**config.mk**
```make
export PLATFORM = sky130hd
export DESIGN_NAME = mld_15_7_type1_decoder_flat
export DESIGN_NICKNAME = d
export VERILOG_FILES = /design/src/rtl/mld_15_7_type1_decoder_if.sv /design/src/rtl/mld_15_7_type1_decoder.sv /design/src/flat_wrapper.sv
export SDC_FILE = /design/constraint.sdc
export NUM_CORES = 1
export LEC_CHECK = 0
export ABC_AREA = 0
export ABC_CLOCK_PERIOD_IN_PS = 5500
export CAP_MARGIN = 20
export CORE_UTILIZATION = 55
export DETAILED_ROUTE_END_ITERATION = 16
export PLACE_DENSITY = 0.76
export SLEW_MARGIN = 20
export SYNTH_ARGS = -nofsm -noshare
export SYNTH_HDL_FRONTEND = slang
export SYNTH_SLANG_ARGS = --single-unit
```
**constraint.sdc**
```tcl
create_clock -name clk -period 5.5 [get_ports clk]
set_input_delay 1.65 -clock clk [delete_from_list [all_inputs] [get_ports clk]]
set_output_delay 1.65 -clock clk [all_outputs]
set_load 0.005 [all_outputs]
```
**src/rtl/mld_15_7_type1_decoder_if.sv**
```systemverilog
// rtl/mld_15_7_type1_decoder_if.sv - serial in/out bundle for the (15,7) majority-logic decoder
interface mld_15_7_type1_decoder_if;
   logic       received_bit;
   logic       in_valid;
   logic       in_ready;
   logic       decoded_bit;
   logic       out_valid;
   logic       out_first;
   logic       out_last;
   logic       out_is_info;
   logic [3:0] corrected_count;
   logic       uncorrectable;

   modport master (
      output received_bit, in_valid,
      input  in_ready, decoded_bit, out_valid, out_first, out_last, out_is_info,
             corrected_count, uncorrectable
   );

   modport slave (
      input  received_bit, in_valid,
      output in_ready, decoded_bit, out_valid, out_first, out_last, out_is_info,
             corrected_count, uncorrectable
   );
endinterface

```
**src/rtl/mld_15_7_type1_decoder.sv**
```systemverilog
// rtl/mld_15_7_type1_decoder.sv - serial Type I majority-logic decoder, (15,7) code, g(x)=1+x^4+x^6+x^7+x^8
module mld_15_7_type1_decoder #(
   parameter int MAJ_THRESHOLD = 3
) (
   input  logic clk,
   input  logic reset,
   mld_15_7_type1_decoder_if.slave dec_if
);
   typedef enum logic {LOAD = 1'b0, DECODE = 1'b1} state_t;

   state_t      state_q, state_d;
   logic [3:0]  bit_cnt_q, bit_cnt_d;
   logic [7:0]  syn_q, syn_d;
   logic [14:0] buf_q, buf_d;
   logic [3:0]  corr_run_q, corr_run_d;
   logic        in_ready_q, in_ready_d;
   logic        dec_bit_q, dec_bit_d;
   logic        out_valid_q, out_valid_d;
   logic        out_first_q, out_first_d;
   logic        out_last_q, out_last_d;
   logic        out_info_q, out_info_d;
   logic [3:0]  corr_cnt_q, corr_cnt_d;
   logic        unc_q, unc_d;

   logic        accept, last_bit, e;
   logic [2:0]  votes;
   logic [7:0]  syn_shift_e;

   // One step of division by g(x): s <- (s*x + d) mod g
   function automatic logic [7:0] div_step(input logic [7:0] s, input logic d);
      return {s[6] ^ s[7], s[5] ^ s[7], s[4], s[3] ^ s[7], s[2], s[1], s[0], s[7] ^ d};
   endfunction

   assign accept   = dec_if.in_valid & in_ready_q;
   assign last_bit = (bit_cnt_q == 4'd14);

   assign votes = {2'b00, syn_q[7]} + {2'b00, syn_q[3]} + {2'b00, syn_q[1] ^ syn_q[5]}
                + {2'b00, syn_q[0] ^ syn_q[2] ^ syn_q[6]};
   assign e           = (int'(votes) >= MAJ_THRESHOLD);
   assign syn_shift_e = div_step(syn_q, e);

   always_ff @(posedge clk or posedge reset) begin
      if (reset) begin
         state_q     <= LOAD;
         bit_cnt_q   <= '0;
         syn_q       <= '0;
         buf_q       <= '0;
         corr_run_q  <= '0;
         in_ready_q  <= 1'b1;
         dec_bit_q   <= 1'b0;
         out_valid_q <= 1'b0;
         out_first_q <= 1'b0;
         out_last_q  <= 1'b0;
         out_info_q  <= 1'b0;
         corr_cnt_q  <= '0;
         unc_q       <= 1'b0;
      end else begin
         state_q     <= state_d;
         bit_cnt_q   <= bit_cnt_d;
         syn_q       <= syn_d;
         buf_q       <= buf_d;
         corr_run_q  <= corr_run_d;
         in_ready_q  <= in_ready_d;
         dec_bit_q   <= dec_bit_d;
         out_valid_q <= out_valid_d;
         out_first_q <= out_first_d;
         out_last_q  <= out_last_d;
         out_info_q  <= out_info_d;
         corr_cnt_q  <= corr_cnt_d;
         unc_q       <= unc_d;
      end
   end

   always_comb begin
      state_d = state_q;
      case (state_q)
         LOAD:    if (accept && last_bit) state_d = DECODE;
         DECODE:  if (last_bit) state_d = LOAD;
         default: state_d = LOAD;
      endcase
   end

   always_comb begin
      bit_cnt_d   = bit_cnt_q;
      syn_d       = syn_q;
      buf_d       = buf_q;
      corr_run_d  = corr_run_q;
      in_ready_d  = in_ready_q;
      dec_bit_d   = dec_bit_q;
      out_valid_d = 1'b0;
      out_first_d = 1'b0;
      out_last_d  = 1'b0;
      out_info_d  = 1'b0;
      corr_cnt_d  = corr_cnt_q;
      unc_d       = unc_q;
      case (state_q)
         LOAD: begin
            if (accept) begin
               buf_d = {buf_q[13:0], dec_if.received_bit};
               syn_d = div_step(syn_q, dec_if.received_bit);
               if (last_bit) begin
                  bit_cnt_d  = '0;
                  in_ready_d = 1'b0;
               end else begin
                  bit_cnt_d = bit_cnt_q + 4'd1;
               end
            end
         end
         DECODE: begin
            dec_bit_d   = buf_q[14] ^ e;
            out_valid_d = 1'b1;
            out_first_d = (bit_cnt_q == 4'd0);
            out_info_d  = (bit_cnt_q < 4'd7);
            out_last_d  = last_bit;
            buf_d       = {buf_q[13:0], 1'b0};
            syn_d       = syn_shift_e;
            corr_run_d  = corr_run_q + {3'b000, e};
            bit_cnt_d   = bit_cnt_q + 4'd1;
            if (last_bit) begin
               corr_cnt_d = corr_run_q + {3'b000, e};
               unc_d      = (syn_shift_e != 8'd0);
               // Residual syndrome would otherwise leak into the next block's division
               syn_d      = '0;
               corr_run_d = '0;
               bit_cnt_d  = '0;
               in_ready_d = 1'b1;
            end
         end
         default: ;
      endcase
   end

   assign dec_if.in_ready        = in_ready_q;
   assign dec_if.decoded_bit     = dec_bit_q;
   assign dec_if.out_valid       = out_valid_q;
   assign dec_if.out_first       = out_first_q;
   assign dec_if.out_last        = out_last_q;
   assign dec_if.out_is_info     = out_info_q;
   assign dec_if.corrected_count = corr_cnt_q;
   assign dec_if.uncorrectable   = unc_q;
endmodule

```
**src/flat_wrapper.sv**
```systemverilog
// flat-port wrapper written by rule: the top's interface ports become plain ports
module mld_15_7_type1_decoder_flat 
#(
   parameter int MAJ_THRESHOLD = 3
)
  (clk, reset, dec_if_received_bit, dec_if_in_valid, dec_if_in_ready, dec_if_decoded_bit, dec_if_out_valid, dec_if_out_first, dec_if_out_last, dec_if_out_is_info, dec_if_corrected_count, dec_if_uncorrectable);
  mld_15_7_type1_decoder_if dec_if_i ();
  input  logic clk;
  input  logic reset;
  input wire logic [$bits(dec_if_i.received_bit)-1:0] dec_if_received_bit;
  input wire logic [$bits(dec_if_i.in_valid)-1:0] dec_if_in_valid;
  output wire logic [$bits(dec_if_i.in_ready)-1:0] dec_if_in_ready;
  output wire logic [$bits(dec_if_i.decoded_bit)-1:0] dec_if_decoded_bit;
  output wire logic [$bits(dec_if_i.out_valid)-1:0] dec_if_out_valid;
  output wire logic [$bits(dec_if_i.out_first)-1:0] dec_if_out_first;
  output wire logic [$bits(dec_if_i.out_last)-1:0] dec_if_out_last;
  output wire logic [$bits(dec_if_i.out_is_info)-1:0] dec_if_out_is_info;
  output wire logic [$bits(dec_if_i.corrected_count)-1:0] dec_if_corrected_count;
  output wire logic [$bits(dec_if_i.uncorrectable)-1:0] dec_if_uncorrectable;
  assign dec_if_i.received_bit = dec_if_received_bit;
  assign dec_if_i.in_valid = dec_if_in_valid;
  assign dec_if_in_ready = dec_if_i.in_ready;
  assign dec_if_decoded_bit = dec_if_i.decoded_bit;
  assign dec_if_out_valid = dec_if_i.out_valid;
  assign dec_if_out_first = dec_if_i.out_first;
  assign dec_if_out_last = dec_if_i.out_last;
  assign dec_if_out_is_info = dec_if_i.out_is_info;
  assign dec_if_corrected_count = dec_if_i.corrected_count;
  assign dec_if_uncorrectable = dec_if_i.uncorrectable;
  mld_15_7_type1_decoder #(.MAJ_THRESHOLD(MAJ_THRESHOLD)) u_core (.clk(clk), .reset(reset), .dec_if(dec_if_i));
endmodule
```
Word-level counts from Yosys, hierarchy flattened
Cells that the tools add are included.
{"block": "totals", "reg_bits": 43, "output_inout_bits": 11, "wordCells": 60}
{"block": "op_classes", "addsub": 5, "n_lt_le_gt_ge": 2, "n_eq_ne": 4, "mux": 20, "n_bitwise": 11, "reduce_logical": 5}
{"operator": "$pmux W15 S2", "n": 1}
{"operator": "$mux W8", "n": 2}
{"operator": "$pmux W8 S2", "n": 1}
{"operator": "$mux W15", "n": 1}
{"operator": "$mux W4", "n": 3}
{"operator": "$mux W1", "n": 9}
{"operator": "$xor A1 B1 Y1", "n": 9}
{"operator": "$pmux W4 S2", "n": 1}
{"operator": "$reduce_bool A8 Y1", "n": 1}
{"operator": "$add A3 B1 Y3", "n": 2}
{"operator": "$add A4 B1 Y4", "n": 1}
{"operator": "$add A4 B1 Y4 const B", "n": 1}
{"operator": "$eq A4 B4 Y1 const B", "n": 1}
{"operator": "$logic_not A4 Y1", "n": 1}
{"operator": "$lt A4 B3 Y1 const B", "n": 1}
{"operator": "$ne A2 B1 Y1 const B", "n": 2}
{"operator": "$pmux W1 S2", "n": 2}
{"operator": "$ge A3 B2 Y1 const B", "n": 1}
{"operator": "$reduce_and A3 Y1", "n": 1}
{"operator": "$add A1 B1 Y2", "n": 1}
{"operator": "$ne A2 B2 Y1 const B", "n": 1}
{"operator": "$reduce_and A2 Y1", "n": 1}
{"operator": "$and A1 B1 Y1", "n": 1}
{"operator": "$logic_and A1 B1 Y1", "n": 1}
{"operator": "$not A1 Y1", "n": 1}

Logic depth before layout (Yosys ltp)
Gate-level depths: netlist (run 1).
{"block": "depth", "depth_word": 7, "ltp_mapped": 12, "ltp_nobuf": 12}

Worst setup path after synthesis (run 1)
OpenSTA, ideal clock, no wires.
{"block": "synth_timing", "kind": "register to register", "startpoint": "register u_core.syn_q[3]", "endpoint": "register u_core.corr_cnt_q[1], in the netlist u_core.dec_if.corrected_count[1]", "setup_time_ns": 0.125, "t_arrival_ns": 2.445, "path_slack_ns": 2.930, "stages_incl_launch_ff": 11, "period_less_slack_ns": 2.570, "path_cell_list": "dfrtp_1 ha_1 inv_1 fa_1 inv_1 ha_1 a21oi_1 inv_1 ha_1 ha_1 mux2_4"}
{"block": "synth_between", "elab_chain_len": 5}
{"element": "from (decl)", "line_no": "mld_15_7_type1_decoder.sv:13", "rtl": "logic [7:0] syn_q, syn_d;"}
{"element": "from (signal assigned)", "line_no": "mld_15_7_type1_decoder.sv:60", "rtl": "syn_q <= syn_d;"}
{"element": "$add A1 B1 Y2", "line_no": "mld_15_7_type1_decoder.sv:37", "rtl": "assign votes = {2'b00, syn_q[7]} + {2'b00, syn_q[3]} + {2'b00, syn_q[1] ^ syn_q[5]}"}
{"element": "$add A3 B1 Y3", "line_no": "mld_15_7_type1_decoder.sv:37"}
{"element": "$add A3 B1 Y3", "line_no": "mld_15_7_type1_decoder.sv:38", "rtl": "+ {2'b00, syn_q[0] ^ syn_q[2] ^ syn_q[6]};"}
{"element": "$ge A3 B2 Y1", "line_no": "mld_15_7_type1_decoder.sv:39", "rtl": "assign e = (int'(votes) >= MAJ_THRESHOLD);"}
{"element": "$add A4 B1 Y4", "line_no": "mld_15_7_type1_decoder.sv:120", "rtl": "corr_cnt_d = corr_run_q + {3'b000, e};"}
{"element": "to (signal assigned)", "line_no": "mld_15_7_type1_decoder.sv:69", "rtl": "corr_cnt_q <= corr_cnt_d;"}
{"element": "to (decl)", "line_no": "mld_15_7_type1_decoder.sv:22", "rtl": "logic [3:0] corr_cnt_q, corr_cnt_d;"}
No other way between the ends.
A chain may end at the register's enable or synchronous reset.

Final worst setup path (run 1)
{"block": "layout_timing", "startpoint": "input port dec_if_in_valid", "endpoint": "register u_core.syn_q[7]"}
{"block": "layout_between", "elab_chain_len": 2}
{"element": "from (decl)", "line_no": "flat_wrapper.sv:11", "rtl": "input wire logic [$bits(dec_if_i.in_valid)-1:0] dec_if_in_valid;"}
{"element": "$and A1 B1 Y1", "line_no": "mld_15_7_type1_decoder.sv:34", "rtl": "assign accept = dec_if.in_valid & in_ready_q;"}
{"element": "$ne A2 B1 Y1 (no source line)"}
No other way between the ends.

==> summary.txt, run 1 <==
Status -> complete, no violations
Chip height -> 61.56 um
Sequential share of the synthesized area -> 55.23%
Peak supply drop -> 0.2686 mV
Clock skew -> 0.01460 ns
P per Cell Area -> 540.0 mW/mm^2
Gpl congestion -> 0.8316
Final ANT Viol Nets -> 0
Tmin final -> 3.173 ns
Port bufs -> 14
Hold Vio Cnt, Final -> 0
Leak -> 0.001016 uW
RSZ-0062 raised after global routing -> false
DIE WIDTH -> 61.56 um
First-pass GRT wire length -> 5540 um
Post-synth top area share -> 53.88%
H-tree depth -> 2
CTS resizes -> 0
Final Routed Wirelength -> 3420 um
Setup TNS Final -> 0 ns
Largest net degree at the start of global routing -> 44
Layout Area Growth over Synthesis -> 9.236%
Clk pin slew, worst setup/hold paths -> 0.10 ns
Post-synth EDFFs -> 0
Synth unique cells -> 33
Total of flip-flops plus latches after synthesis -> 43
Drt first pass iters -> 4
Synth area leader -> dfrtp_1
Cts bufs inserted -> 5
Drt wl/cell -> 13.52 um
Syn_nets -> 206
Grt total ovfl -> 0
Synth Flop Type -> dfrtp_1
Yosys warning total -> 0
CP max FO -> 22
Top area cells in the synthesized netlist -> dfrtp_1 54%, nand2_1 12%, o21ai_0 2.8%
CTS Buffer Depth -> 2
FFs w/ async S/R, synth -> 100.0%
Cts hold-fix bufs -> 0
# diodes -> 0
Worst setup SP type -> input pin
Row count -> 21
Fin crit share -> 57.69%
Root Buffer -> clkbuf_4
Relative slew slack -> 49.47%
Top Ports -> 15
Most frequent cell after synthesis -> nand2_1
Worst-path cell chain -> clkdlybuf4s50_1 > nand2_1 > nand2b_1 > o21ai_0 > a21o_1
Layout cells sized above 1 -> 6.763%
CP max stage cell -> clkdlybuf4s50_1
Post-layout util -> 63.36%
Vias per cell -> 5.526
DR iter-0 viols -> 84
# nets final -> 217
Initial antenna violation count -> 0
CORE AREA -> 0.003363 mm^2
DP Wirelength -> 2252 um
Worst-Margin Slew -> 0.7580 ns
Die area -> 0.003789 mm^2
Critical path endpoint category -> register
Mean cell area of the mapped netlist -> 9.902 um^2
Setup bufs post-CTS -> 0
Mapped Area -> 0.001951 mm^2
Worst skew pair latency -> 0.35 ns
DRC -> 0
Clk sinks -> 43
Worst min path class -> reg2reg
CTS tree -> yes
Post-synthesis cell count -> 197
Achievable Freq -> 315.2 MHz
# setup viols final -> 0
Worst EP arrival -> 3.42 ns
Final Max Slew Viols -> 0
Starting Density -> 58.00%
Vias in the first global route -> 1305
Gr usage total -> 20.39%
Post-synth top cells -> 63 x nand2_1, 42 x dfrtp_1, 11 x o21ai_0
DR vias -> 1398
Critical Path Max Stage Delay -> 0.61 ns
Max Cap Violations -> 0
Req. time, crit path -> 5.75 ns
Kind of critical path -> in2reg
-- worst max-delay path: cells and delay by family --
kind	cells	cell delay [ns]
and+or+nand+nor	2	0.74
buffers and inverters	1	0.61
AOI/OAI and AO/OA	2	0.42
-- through the flow --
step / instance area (um^2) / cells / hold slack [ns] / setup slack (ns) / total power (uW)
2_1_floorplan: 1951 / 197 / 0.4386 / 2.849 / 886.3
3_3_place_gp: 2082 / 247 / 0.4504 / 2.090 / 979.5
3_5_place_dp: 2082 / 247 / 0.4555 / 1.986 / 1018
4_1_cts: 2123 / 253 / 0.4813 / 2.359 / 1155
5_1_grt: 2131 / 253 / 0.5167 / 2.215 / 1246
6_report: 2131 / 253 / 0.4751 / 2.327 / 1151
-- layout by cell type, fill, tap and decap left out, drive strengths merged, types with 2 or more instances in the layout --
cell type      netlist  routed
dfrtp               42      42
o22ai                3       3
ha                   4       4
o21ai               11      11
nor2                 4       4
mux2                 3       3
nand3                5       5
xnor2                6       6
inv                  7       7
clkbuf               5       6
a21oi               11      11
a31oi                3       3
clkdlybuf4s50        0      14
a21o                 3       3
nand2               63      63
nand2b               5       5
xor2                 2       2
o31ai                2       2
-- flip-flops by register name, indices dropped and copies added (netlist names) --
register,count
u_core.buf_q,15
u_core.dec_if.out_is_info,1
u_core.dec_if.decoded_bit,1
u_core.dec_if.out_last,1
u_core.dec_if.out_first,1
u_core.dec_if.uncorrectable,1
u_core.dec_if.corrected_count,4
u_core.dec_if.in_ready,1
u_core.syn_q,8
u_core.state_q,1
u_core.dec_if.out_valid,1
u_core.corr_run_q,4
u_core.bit_cnt_q,4
-- per-layer routing --
metal | vias up | routed length (um) | track usage, %
met5 | - | 0 | 0
met4 | 0 | 48 | 10.48
met3 | 6 | 112 | 4.412
met2 | 28 | 1724 | 35.02
met1 | 698 | 1534 | 23.98
li1 | 666 | - | -
-- where the power goes --
part	switching [uW]	internal (uW)	total, uW	leakage [uW]
sequential	121	434	555	0.000558
combinational	243	219	462	0.000434
clock	88.7	45.5	134	0.0000242
-- worst paths after layout --
kind	slack, ns	cells past startpoint	end	startpoint
setup / recovery	2.33	5	u_core.syn_q[7]$_DFFE_PP0P_	dec_if_in_valid
hold / removal	0.48	2	u_core.buf_q[7]$_DFFE_PP0P_	u_core.buf_q[7]$_DFFE_PP0P_
setup reg to reg	2.50	10	u_core.dec_if.corrected_count[1]$_DFFE_PP0P_	u_core.syn_q[7]$_DFFE_PP0P_
hold reg to reg	0.48	2	u_core.buf_q[7]$_DFFE_PP0P_	u_core.buf_q[7]$_DFFE_PP0P_
max in group asynchronous	3.41	3	u_core.dec_if.in_ready$_DFFE_PP1P_	reset
min in group asynchronous	1.72	3	u_core.buf_q[0]$_DFFE_PP0P_	reset
-- cells by family (layout without fill, tap and decap cells) --
family	after synthesis	in the layout	synth area share (%)
AOI/OAI and AO/OA	35	35	10.52
adders and majority gates	5	5	3.592
and+or+nand+nor	85	85	19.82
DFF	43	43	55.23
buffers and inverters	18	28	5.132
xor gates and xnor gates	8	8	3.592
muxes	3	3	2.117
-- area by class of cell --
type,count,area [um^2]
fillers,283,1232
well taps,46,57.56
inverters,7,26.28
repair buffers,15,147.6
clock buffers,6,41.29
flip-flops and latches,43,1077
multi-input cells,136,780.7
Note: power is estimated with default switching activity, not from simulation.
==> run 2, diff against run 1 <==
ABC_CLOCK_PERIOD_IN_PS = 2800   (was 5500)
CORE_UTILIZATION = 51   (was 55)
PLACE_DENSITY = 0.74   (was 0.76)
clock period = 2.8 ns   (was 5.5 ns; I/O delays follow)
==> summary.txt, run 2 (synthesized netlist as in run 1, its figures left out) <==
Status -> complete, no violations
Layout Area Growth over Synthesis -> 13.09%
DIE WIDTH -> 63.85 um (+3.7%)
Met3 WL post-DR -> 120 um (+7.1%)
Layout cells sized above 1 -> 9.390% (+2.6 points)
Hold Slack -> 0.4671 ns (-0.007996 ns)
Kind of critical path -> reg2reg
Final Routed Wirelength -> 3322 um (-2.9%)
CP dominant cell by count -> ha_1
Top Ports -> 15 (unchanged)
CP max stage cell -> fa_1
DP Wirelength -> 2283 um (+1.4%)
Post-route cell area -> 0.002206 mm^2 (+3.5%)
RSZ-0062 raised after global routing -> false
Worst-path cell chain -> ha_1 > inv_1 > fa_1 > inv_1 > ha_1 > a21oi_1 > inv_1 > ha_1 > ha_1 > mux2_4
Worst setup SP type -> register
Worst EP arrival -> 2.83 ns (-0.59 ns)
# diodes -> 0 (unchanged)
Worst-Margin Slew -> 0.5254 ns (-0.2326 ns)
Vias per cell -> 5.395 (-2.4%)
Tmin final -> 2.644 ns
Filler Cell Count -> 312 (+10%)
Multi-input logic area -> 773.2 um^2 (-0.96%)
Setup bufs post-CTS -> 0 (unchanged)
CTS resizes -> 0 (unchanged)
Largest regs -> u_core.buf_q: 15 flops, u_core.syn_q: 8 flops
Chip height -> 63.85 um (+3.7%)
Max Cap Violations -> 0 (unchanged)
Leak -> 0.001058 uW (+4.1%)
Final ANT Viol Nets -> 0 (unchanged)
Final WS setup -> 0.1560 ns (-2.171 ns)
Gr usage total -> 19.70% (-0.69 points)
Root Buffer -> clkbuf_8
DRC -> 0 (unchanged)
Critical path endpoint category -> register
DR vias -> 1408 (+0.72%)
Largest reg by FF count -> u_core.buf_q
Vias in the first global route -> 1379 (+5.7%)
Drt first pass iters -> 4 (unchanged)
Row count -> 22 (+4.8%)
Final Max Slew Viols -> 0 (unchanged)
Initial antenna violation count -> 0 (unchanged)
Largest register FFs -> 15 (unchanged)
CTS tree -> yes
Critical Path Max Stage Delay -> 0.42 ns (-0.19 ns)
CP max FO -> 3 (-86%)
DR iter-0 viols -> 90 (+7.1%)
Achievable Freq -> 378.2 MHz
Area post-placement -> 0.002115 mm^2 (+1.6%)
Req. time, crit path -> 2.98 ns (-2.77 ns)
Port bufs -> 14 (unchanged)
Clk pin slew, worst setup/hold paths -> 0.08 ns (-0.02 ns)
Fin crit share -> 94.43%
Worst skew pair latency -> 0.29 ns (-0.06 ns)
Setup TNS Final -> 0 ns (unchanged)
Met1 wire length -> 1451 um (-5.4%)
Clk sinks -> 43 (unchanged)
DR WL met2 -> 1667 um (-3.3%)
Commonest non-fill, non-tap cell in the layout -> nand2_1
Relative slew slack -> 64.97% (+16 points)
Max layer used -> met4
CTS Buffer Depth -> 2 (unchanged)
Pre-CTS worst setup slack -> 0.2036 ns (-1.782 ns)
H-tree depth -> 2 (unchanged)
First-pass GRT wire length -> 6030 um (+8.8%)
Starting Density -> 53.28% (-4.7 points)
Clock skew -> 0.008439 ns (-0.006166 ns)
# setup viols final -> 0 (unchanged)
Die area -> 0.004076 mm^2 (+7.6%)
Cts hold-fix bufs -> 0 (unchanged)
Largest net degree at the start of global routing -> 44 (unchanged)
Cts bufs inserted -> 5 (unchanged)
Most frequent cells in the layout -> 63 x nand2_1, 42 x dfrtp_1, 14 x clkdlybuf4s50_1
# nets final -> 221 (+1.8%)
Grt total ovfl -> 0 (unchanged)
Hold Vio Cnt, Final -> 0 (unchanged)
Worst min path class -> reg2reg
Drt wl/cell -> 12.73 um (-5.8%)
CORE AREA -> 0.003661 mm^2 (+8.9%)
FF/Latch Area -> 0.001077 mm^2 (unchanged)
Gpl congestion -> 0.8217 (-1.2%)
Peak supply drop -> 0.4252 mV (+58%)
P per Cell Area -> 1110 mW/mm^2 (+110%)
## run 2: per-layer routing
metal,up-vias,global-route usage (%)
met5,-,0
met4,0,8.807
met3,12,6.607
met2,28,31.91
met1,689,23.70
li1,679,-
## run 2: worst paths after layout
check / startpoint / endpoint / slack, ns / depth (start not counted)
max: u_core.syn_q[3]$_DFFE_PP0P_ / u_core.dec_if.corrected_count[1]$_DFFE_PP0P_ / 0.16 / 10
min: u_core.buf_q[10]$_DFFE_PP0P_ / u_core.buf_q[10]$_DFFE_PP0P_ / 0.47 / 2
max reg2reg: u_core.syn_q[3]$_DFFE_PP0P_ / u_core.dec_if.corrected_count[1]$_DFFE_PP0P_ / 0.16 / 10
min reg2reg: u_core.buf_q[10]$_DFFE_PP0P_ / u_core.buf_q[10]$_DFFE_PP0P_ / 0.47 / 2
max in group asynchronous: reset / u_core.dec_if.in_ready$_DFFE_PP1P_ / 1.45 / 3
min in group asynchronous: reset / u_core.buf_q[5]$_DFFE_PP0P_ / 0.98 / 3
## run 2: report_power, final
group | switching [uW] | leakage, uW | internal (uW)
clock | 196 | 0.0000482 | 199
sequential | 205 | 0.000558 | 854
combinational | 498 | 0.000451 | 496
## run 2: layout make-up
| class | instances | area share, % |
|---|---|---|
| sequential | 43 | 48.84 |
| tap | 48 | 2.723 |
| clock inverter | 1 | 0.2269 |
| timing repair buffer | 19 | 8.054 |
| clock buffer | 7 | 3.914 |
| inverter | 7 | 1.191 |
| multi-input combinational | 136 | 35.05 |
## run 2: through the flow
step	util, %	power [uW]	std cells
3_5_place_dp	57.76	2070	253
2_1_floorplan	-	1741	197
4_1_cts	60.25	2476	261
3_3_place_gp	57.76	2002	253
5_1_grt	60.25	2681	261
6_report	60.25	2448	261
## run 2: worst max-delay path, delay by kind of cell (launching register included)
family	cells	cell delay, ns
AOI/OAI and AO/OA	1	0.19
adders and majority gates	5	1.47
buffers and inverters	3	0.21
muxes	1	0.26
DFF	1	0.40
